## src/rtl/player_motion_ctrl.sv

```systemverilog
// Player motion controller: holds the committed heading, steps the grid position once per tick,
// and detects wall/trail crashes. Define PLAYER_WRAP_EN to wrap at grid edges instead of crashing.
module player_motion_ctrl #(
  parameter int unsigned X_W       = 8,
  parameter int unsigned Y_W       = 7,
  parameter int unsigned GRID_W    = 160,
  parameter int unsigned GRID_H    = 120,
  parameter int unsigned TICK_DIV  = 2500000,
  parameter int unsigned START_X   = 20,
  parameter int unsigned START_Y   = 60,
  parameter logic [1:0]  START_DIR = 2'b01
) (
  input  logic           clk_i,
  input  logic           rst_i,
  input  logic           start_i,
  input  logic [1:0]     dir_filtered_i,
  input  logic           collision_i,
  output logic [1:0]     direction_current_o,
  output logic [X_W-1:0] pos_x_o,
  output logic [Y_W-1:0] pos_y_o,
  output logic           step_valid_o,
  output logic           alive_o,
  output logic           crashed_o
);

  localparam int unsigned CntW = (TICK_DIV > 2) ? $clog2(TICK_DIV) : 1;

`ifdef PLAYER_WRAP_EN
  localparam bit EdgeCrash = 1'b0;
`else
  localparam bit EdgeCrash = 1'b1;
`endif

  typedef enum logic [1:0] {StIdle, StRun, StCrash} state_e;

  state_e          state_q;
  logic [CntW-1:0] cnt_q;
  logic [X_W-1:0]  pos_x_q, pos_x_d;
  logic [Y_W-1:0]  pos_y_q, pos_y_d;
  logic [1:0]      dir_q;
  logic            step_q, alive_q, crashed_q;
  logic            tick, off_grid;

  assign tick = (state_q == StRun) && (cnt_q == CntW'(TICK_DIV - 1));

  // Edge tests come before the +/-1 so the coordinates never leave their legal range; the
  // wrapped value is only committed when wrapping is enabled.
  always_comb begin
    pos_x_d  = pos_x_q;
    pos_y_d  = pos_y_q;
    off_grid = 1'b0;
    unique case (dir_filtered_i)
      2'b00: begin
        if (pos_y_q == '0) begin
          off_grid = 1'b1;
          pos_y_d  = Y_W'(GRID_H - 1);
        end else begin
          pos_y_d = pos_y_q - 1'b1;
        end
      end
      2'b01: begin
        if (pos_x_q == X_W'(GRID_W - 1)) begin
          off_grid = 1'b1;
          pos_x_d  = '0;
        end else begin
          pos_x_d = pos_x_q + 1'b1;
        end
      end
      2'b11: begin
        if (pos_y_q == Y_W'(GRID_H - 1)) begin
          off_grid = 1'b1;
          pos_y_d  = '0;
        end else begin
          pos_y_d = pos_y_q + 1'b1;
        end
      end
      2'b10: begin
        if (pos_x_q == '0) begin
          off_grid = 1'b1;
          pos_x_d  = X_W'(GRID_W - 1);
        end else begin
          pos_x_d = pos_x_q - 1'b1;
        end
      end
    endcase
  end

  always_ff @(posedge clk_i or posedge rst_i) begin
    if (rst_i) begin
      state_q   <= StIdle;
      cnt_q     <= '0;
      pos_x_q   <= X_W'(START_X);
      pos_y_q   <= Y_W'(START_Y);
      dir_q     <= START_DIR;
      step_q    <= 1'b0;
      alive_q   <= 1'b0;
      crashed_q <= 1'b0;
    end else begin
      step_q <= 1'b0;
      unique case (state_q)
        StIdle, StCrash: begin
          if (start_i) begin
            state_q   <= StRun;
            cnt_q     <= '0;
            pos_x_q   <= X_W'(START_X);
            pos_y_q   <= Y_W'(START_Y);
            dir_q     <= START_DIR;
            alive_q   <= 1'b1;
            crashed_q <= 1'b0;
          end
        end
        StRun: begin
          // A crash outranks a move on the same tick; start is ignored while running.
          if (collision_i || (tick && off_grid && EdgeCrash)) begin
            state_q   <= StCrash;
            alive_q   <= 1'b0;
            crashed_q <= 1'b1;
          end else if (tick) begin
            cnt_q   <= '0;
            pos_x_q <= pos_x_d;
            pos_y_q <= pos_y_d;
            dir_q   <= dir_filtered_i;
            step_q  <= 1'b1;
          end else begin
            cnt_q <= cnt_q + 1'b1;
          end
        end
        default: state_q <= StIdle;
      endcase
    end
  end

  assign direction_current_o = dir_q;
  assign pos_x_o             = pos_x_q;
  assign pos_y_o             = pos_y_q;
  assign step_valid_o        = step_q;
  assign alive_o             = alive_q;
  assign crashed_o           = crashed_q;

endmodule

```

## config.mk

```make
export PLATFORM = sky130hd
export DESIGN_NAME = player_motion_ctrl
export DESIGN_NICKNAME = d
export VERILOG_FILES = /design/src/rtl/player_motion_ctrl.sv
export SDC_FILE = /design/constraint.sdc
export NUM_CORES = 1
export LEC_CHECK = 0
export ABC_CLOCK_PERIOD_IN_PS = 2900
export CAP_MARGIN = 20
export CORE_MARGIN = 8
export CORE_UTILIZATION = 56
export CTS_CLUSTER_DIAMETER = 120
export DETAILED_ROUTE_END_ITERATION = 12
export PLACE_DENSITY = 0.76
export SYNTH_ARGS = -nofsm -noshare
export SYNTH_HDL_FRONTEND = slang
export SYNTH_SLANG_ARGS = --single-unit
```

## constraint.sdc

```tcl
create_clock -name clk_i -period 2.9 [get_ports clk_i]
set_input_delay 0.435 -clock clk_i [delete_from_list [all_inputs] [get_ports clk_i]]
set_output_delay 0.435 -clock clk_i [all_outputs]
set_load 0.02 [all_outputs]
```

==> results of run 1 <==
power by group through the flow:
stage               logic [mW]  registers (mW)  clock network (mW)
CTS                      0.727           0.887               0.419
finish                   0.724           0.892               0.416
global route             0.806           0.911               0.446
floorplan                0.495           0.883                   0
detailed placement       0.725           0.898                   0
global placement         0.714           0.895                   0
worst min-delay path, cell delays in order (launching register included):
cell and delay [ns]:
dfrtp_1 0.35, nand2_1 0.05, nand2_1 0.06
per-stage QoR:
| stage | util | instance area, um2 |
|---|---|---|
| after floorplan | - | 3150 |
| after global placement | 0.631 | 3450 |
| after detailed placement | 0.631 | 3450 |
| after CTS | 0.648 | 3540 |
| after global routing | 0.648 | 3540 |
| final | 0.648 | 3540 |
cell families after synthesis:
kind of cell             count (synthesis)  synth area share
AO/OA/AOI/OAI                          103             0.235
AND/OR/NAND/NOR                        171             0.308
buffers and inverters                   34            0.0509
XOR/XNOR                                 2           0.00556
adder cells (fa/ha/maj)                  7            0.0278
flip-flops                              44             0.352
multiplexers                             6            0.0199
state kept, by name (all words and copies together) (netlist names):
register             cells
alive_o                  1
state_q                  2
cnt_q                   22
crashed_o                1
step_valid_o             1
pos_x_o                  8
direction_current_o      2
pos_y_o                  7
per-layer routing:
metal  GRT usage  up-vias  wire (um)
li1            -     1431          -
met1       0.237     1449       3500
met2       0.341      117       3880
met3      0.0412        8        539
met4      0.0559        0         73
met5           0        -          0
worst min path at each step:
| stage | start | endpoint | cells after the start |
|---|---|---|---|
| after floorplan | cnt_q[21] | cnt_q[21] | 1 |
| after detailed placement | crashed_o | crashed_o | 2 |
| final | crashed_o | crashed_o | 2 |
| after CTS | crashed_o | crashed_o | 2 |
| after global routing | alive_o | alive_o | 1 |
| after global placement | alive_o | alive_o | 1 |
cell usage in the layout, fill, tap and decap left out, types with 3 or more instances in the layout:
cell	synthesis	final
o2bb2ai_1	6	6
or3_1	3	3
o21a_1	3	3
a31oi_1	10	10
o21ai_0	16	16
a41oi_1	3	3
dfrtp_1	37	37
nand3_1	19	19
nor3_1	16	16
a221o_1	5	5
nor2_1	29	29
a21o_1	4	4
nor4_1	4	4
clkdlybuf4s50_1	0	25
nor2b_1	6	6
buf_4	0	9
ha_1	7	7
mux2i_1	4	4
clkbuf_8	0	6
and3_1	5	5
and4_1	5	5
o221ai_1	3	3
nand2_1	38	38
a21oi_1	22	22
inv_1	13	12
nor3b_1	7	7
nand4_1	13	13
o21ai_1	4	4
o22ai_1	3	3
nand2b_1	6	6
dfstp_2	7	7
and2_1	3	3
area by class of cell:
cell class,count,area share
clock inverter,2,0.00282
sequential,44,0.313
tap,72,0.0254
multi-input combinational,289,0.530
timing repair buffer,34,0.0897
inverter,14,0.0155
clock buffer,6,0.0233
==> results.md, run 1 <==
* Max_slew headroom at 0.547
* Synth top cells by count: nand2_1 (38), dfrtp_1 (37), nor2_1 (29)
* Setup violations, final at 0
* Int Pwr at 1.22 mW
* Total CTS buffers at 5
* Asr flop ratio synth at 1.00
* PostCTS Resize Cnt at 0
* Standard-cell row count at 27
* Max Clk Rate at 410 MHz
* Inst Count DP at 453
* Setup_tns at 0 ns
* #FFs+latches synth at 44
* Layout filler cell count at 485
* Startpoint Class: register
* Cell family with most CP delay: simple AND/OR/NAND/NOR gates
* Critical Path Start: pos_x_o[0]
* Sequential standard cell area at 1110 um2
* Die area at 8280 um2
* Num ports at 26
* Reg2Reg Setup Slack at 0.46 ns
* PortBufs at 25
* Vias/cell at 6.52
* Final worst setup slack at 0.459 ns
* Synth Area per Inst at 8.58 um2
* P&R area growth vs syn at 12.6%
* Footprint of the multi-input gates at 1880 um2
* Synth cell types at 72
* RSZ-0062 raised after global routing: false
* DRC Markers at 0
* Worst slack at placement at 0.331 ns
* Vias in the first global route at 2931
* Initial drt markers at 167
* Final Power at 2.03 mW
* HPWL after detailed placement at 5.63 mm
* Post-synth EDFFs at 0
* Combinational Power Share at 0.356
* Sw Ratio at 0.401
* Die height at 91.0 um
* CP peak stage delay at 0.49 ns
* R2r endpoint: pos_x_o[0]
* Cells after synthesis at 367
* Register area share after synthesis at 0.352
* Flop pwr share at 0.439
* Cell count along the critical path at 8
* Layout cells sized above 1 at 0.111
* Setup repair bufs after CTS at 0
* Core Area at 5470 um2
* Most used DFF post-synth: dfrtp_1
* Leading area contributor after synthesis: dfrtp_1
* CTS tree: done
* GRT Total Usage at 0.196
* Crit. End Element: register
* CP endpoint: pos_x_o[0]
* Hold Buf Count CTS at 0
* Global-route wire length before repair at 13.8 mm
* Clk Tree Root Cell: clkbuf_8
* Status: complete, no violations
* Gr ovfl total at 0
* Final ANT Viol Nets at 0
* Hold_ws at 0.483 ns
* Die width at 91.0 um
* Switching pwr at 0.815 mW
* Ys Warns at 0
* H-tree depth at 2
* Reg-to-Reg Start: pos_x_o[0]
* Initial Util at 0.575
* Synthesized net count at 380
* Slowest CP cell: dfrtp_1
* DR vias at 3005
* Hold/Removal Path Class: register to register
* Fin crit share at 0.842
* Longest Clk Path Bufs at 2
* Power per cell area at 573 nW/um2
* DRT Pass-1 Iters at 5
* Top-count cell post-synth: nand2_1
* Initial antenna violation count at 0
* Crit Path Max Fanout at 9
* Pleak at 1.42 nW
* Max Slew Vio Count at 0
* Nets@finish at 401
* Crit path DAT at 2.64 ns
* Clock power share at 0.205
* Non-filler instance count after layout at 461
* Cells on worst reg2reg path at 8
* Buf+Inv Stages, Crit Path at 1
* Yosys top cell area share at 0.294
* DRT Wirelength at 7.99 mm
* Crit-path cells: inv_1 -> ha_1 -> or4b_4 -> nor3b_2 -> o221ai_2 -> nand4b_4 -> nand2_1 -> mux2_1
* Final Hold Violating Endpoints at 0
* Worst-margin pin slew at 0.673 ns
* Routability cong. at 0.901
* Max cap viols at 0
* Worst endpoint required time at 3.10 ns
* Worst-Skew Late Latency at 0.31 ns
* Clock Skew at 0.0150 ns
* Largest net degree at the start of global routing at 45
* Ant diodes at 0
* Clk slew on worst S/H paths at 0.09 ns
* TritonCTS sink count at 44
* Worst vdd ir at 0.000324 V
* Post-Syn Area at 3150 um2
* Crit Path Class: register to register
* Post-layout minimum cycle time at 2.44 ns
* Largest cells by area after synthesis: dfrtp_1 (29%), dfstp_2 (5.8%), nand2_1 (4.5%), a21oi_1 (3.5%), nor2_1 (3.5%)
* Avg WL per Cell at 17.3 um
No activity file was read; power rests on OpenSTA's default activity.
==> run 2: changes to the inputs <==
--- a/config.mk
+++ b/config.mk
@@ -5,7 +5,7 @@
 export SDC_FILE = /design/constraint.sdc
 export NUM_CORES = 1
 export LEC_CHECK = 0
-export ABC_CLOCK_PERIOD_IN_PS = 2900
+export ABC_CLOCK_PERIOD_IN_PS = 2550
 export CAP_MARGIN = 20
 export CORE_MARGIN = 8
 export CORE_UTILIZATION = 56
==> constraint.sdc (replaced) <==
create_clock -name clk_i -period 2.55 [get_ports clk_i]
set_input_delay 0.3825 -clock clk_i [delete_from_list [all_inputs] [get_ports clk_i]]
set_output_delay 0.3825 -clock clk_i [all_outputs]
set_load 0.02 [all_outputs]
==> run 2 against run 1 <==
Compared with the run above: sequential power grew 9.2%; cell area grew 4.7%; clock-buffer cell count grew 1; clock power grew 41%; final cell count grew 3.5%; sequential share of layout area shrank 1.4 points; maximum frequency grew 2.7%; combinational power grew 30%; routed wire length grew 3.7%.
==> results.md, run 2 (same netlist as run 1, synthesis figures left out) <==
* Worst-Skew Late Latency at 0.29 ns (-0.02 ns)
* Commonest non-fill, non-tap cell in the layout: nand2_1
* Core Area at 5470 um2 (unchanged)
* HPWL after detailed placement at 6.15 mm (+9.2%)
* Combinational Power Share at 0.376 (+0.020)
* Initial antenna violation count at 0 (unchanged)
* Ant diodes at 0 (unchanged)
* CTS tree: done
* GRT Total Usage at 0.203 (+0.00693)
* PostCTS Resize Cnt at 0 (unchanged)
* Worst vdd ir at 0.000388 V (+20%)
* Avg WL per Cell at 17.4 um (+0.24%)
* Setup repair bufs after CTS at 0 (unchanged)
* Longest Clk Path Bufs at 2 (unchanged)
* DP Area at 3580 um2 (+3.8%)
* Num ports at 26 (unchanged)
* Status: complete, no violations
* Max cap viols at 0 (unchanged)
* Inst Count DP at 469 (+3.5%)
* Max Slew Vio Count at 0 (unchanged)
* Hold/Removal Path Class: input pin to async pin
* Largest net degree at the start of global routing at 24 (-47%)
* Vias in the first global route at 2958 (+0.92%)
* Startpoint Class: register
* Post-Layout Inst Area at 3710 um2 (+4.7%)
* Max_slew headroom at 0.421 (-0.126)
* Worst-margin pin slew at 0.863 ns (+0.190 ns)
* DRT Pass-1 Iters at 5 (unchanged)
* Sequential standard cell area at 1110 um2 (unchanged)
* Nets@finish at 417 (+4.0%)
* Switching pwr at 0.937 mW (+15%)
* Initial Util at 0.575 (unchanged)
* Post-Route Utilization at 0.678 (+0.0304)
* Max FFs per register at 22 (unchanged)
* Most frequent cells in the layout: nand2_1 (38), dfrtp_1 (37), nor2_1 (29)
* Power per cell area at 674 nW/um2 (+18%)
* Sw Ratio at 0.375 (-0.0262)
* Non-filler instance count after layout at 477 (+3.5%)
* Layout filler cell count at 447 (-7.8%)
* Post-layout minimum cycle time at 2.38 ns (-0.0648 ns)
* Clock Skew at 0.00374 ns (-0.0113 ns)
* Final ANT Viol Nets at 0 (unchanged)
* H-tree depth at 2 (unchanged)
* Clock power share at 0.235 (+0.030)
* Clk Tree Root Cell: clkbuf_8
* Crit. End Element: register
* Final Hold Violating Endpoints at 0 (unchanged)
* Setup_tns at 0 ns (unchanged)
* Largest register by flop count: cnt_q
* Global-route wire length before repair at 14.2 mm (+3.3%)
* Hold Buf Count CTS at 0 (unchanged)
* Crit Path Class: register to register
* Vias/cell at 6.44 (-1.3%)
* Die area at 8280 um2 (unchanged)
* TritonCTS sink count at 44 (unchanged)
* Clk slew on worst S/H paths at 0.08 ns (about the same)
* Gr ovfl total at 0 (unchanged)
* Fin crit share at 0.932 (+0.0901)
* Routability cong. at 0.944 (+4.8%)
* Die height at 91.0 um (unchanged)
* Crit path DAT at 2.56 ns (-0.08 ns)
* Total CTS buffers at 5 (unchanged)
* Worst endpoint required time at 2.74 ns (-0.36 ns)
* Pleak at 1.52 nW (+6.8%)
* DRT Wirelength at 8.29 mm (+3.7%)
* PortBufs at 25 (unchanged)
* Layout cells sized above 1 at 0.146 (+0.0351)
* Standard-cell row count at 27 (unchanged)
* Die width at 91.0 um (unchanged)
* Flop pwr share at 0.389 (-0.050)
* Setup violations, final at 0 (unchanged)
* Int Pwr at 1.57 mW (+29%)
* P&R area growth vs syn at 17.8%
* Max Clk Rate at 421 MHz (+2.7%)
* RSZ-0062 raised after global routing: false
* Crit Path Max Fanout at 9 (unchanged)
* Initial drt markers at 202 (+21%)
* Footprint of the multi-input gates at 1880 um2 (unchanged)
* DRC Markers at 0 (unchanged)
* DR vias at 3070 (+2.2%)
## run 2: layout make-up
class,count,share of cell area
Timing Repair Buffer,50,0.121
Clock inverter,1,0.00809
Sequential cell,44,0.299
Clock buffer,7,0.0260
Inverter,14,0.0148
Multi-Input combinational cell,289,0.506
Tap cell,72,0.0243
## run 2: critical path, stage by stage (launching register included)
cell      delay, ns
dfrtp_1        0.40
ha_1           0.26
nand4_2        0.17
or3_1          0.45
nor4_4         0.27
nand4b_4       0.22
nand2_1        0.17
mux2_1         0.33
## run 2: power by group through the flow
stage / sequential, mW / clock (mW) / combinational, mW
global placement: 0.977 / 0 / 0.917
CTS: 0.971 / 0.605 / 0.940
global route: 0.998 / 0.631 / 1.03
detailed placement: 0.985 / 0 / 0.937
floorplan: 1.00 / 0 / 0.563
finish: 0.974 / 0.588 / 0.941
## run 2: final timing paths
path / start / end / slack [ns] / cells after the start
worst min register to register: alive_o / alive_o / 0.50 / 1
max in group asynchronous: rst_i / pos_y_o[5] / 1.47 / 3
min in group clk_i: alive_o / alive_o / 0.50 / 1
worst max register to register: cnt_q[1] / pos_x_o[0] / 0.17 / 7
worst max-delay path: cnt_q[1] / pos_x_o[0] / 0.17 / 7
worst min-delay path: rst_i / cnt_q[0] / 0.46 / 2
## run 2: per-layer routing
metal / global-route usage / vias to the layer above / share of wire / routed length, um
met4: 0.0546 / 0 / 0.0094 / 78
met5: 0 / - / 0 / 0
met3: 0.0362 / 12 / 0.059 / 493
li1: - / 1464 / - / -
met2: 0.363 / 117 / 0.51 / 4230
met1: 0.242 / 1477 / 0.42 / 3490
## run 2: metrics by stage
stage | setup slack, ns | hold slack [ns] | total power [mW]
after floorplan | 0.195 | 0.465 | 1.57
after global placement | 0.146 | 0.463 | 1.89
after detailed placement | 0.0637 | 0.478 | 1.92
after CTS | 0.167 | 0.478 | 2.52
after global routing | 0.00619 | 0.503 | 2.66
final | 0.174 | 0.460 | 2.50
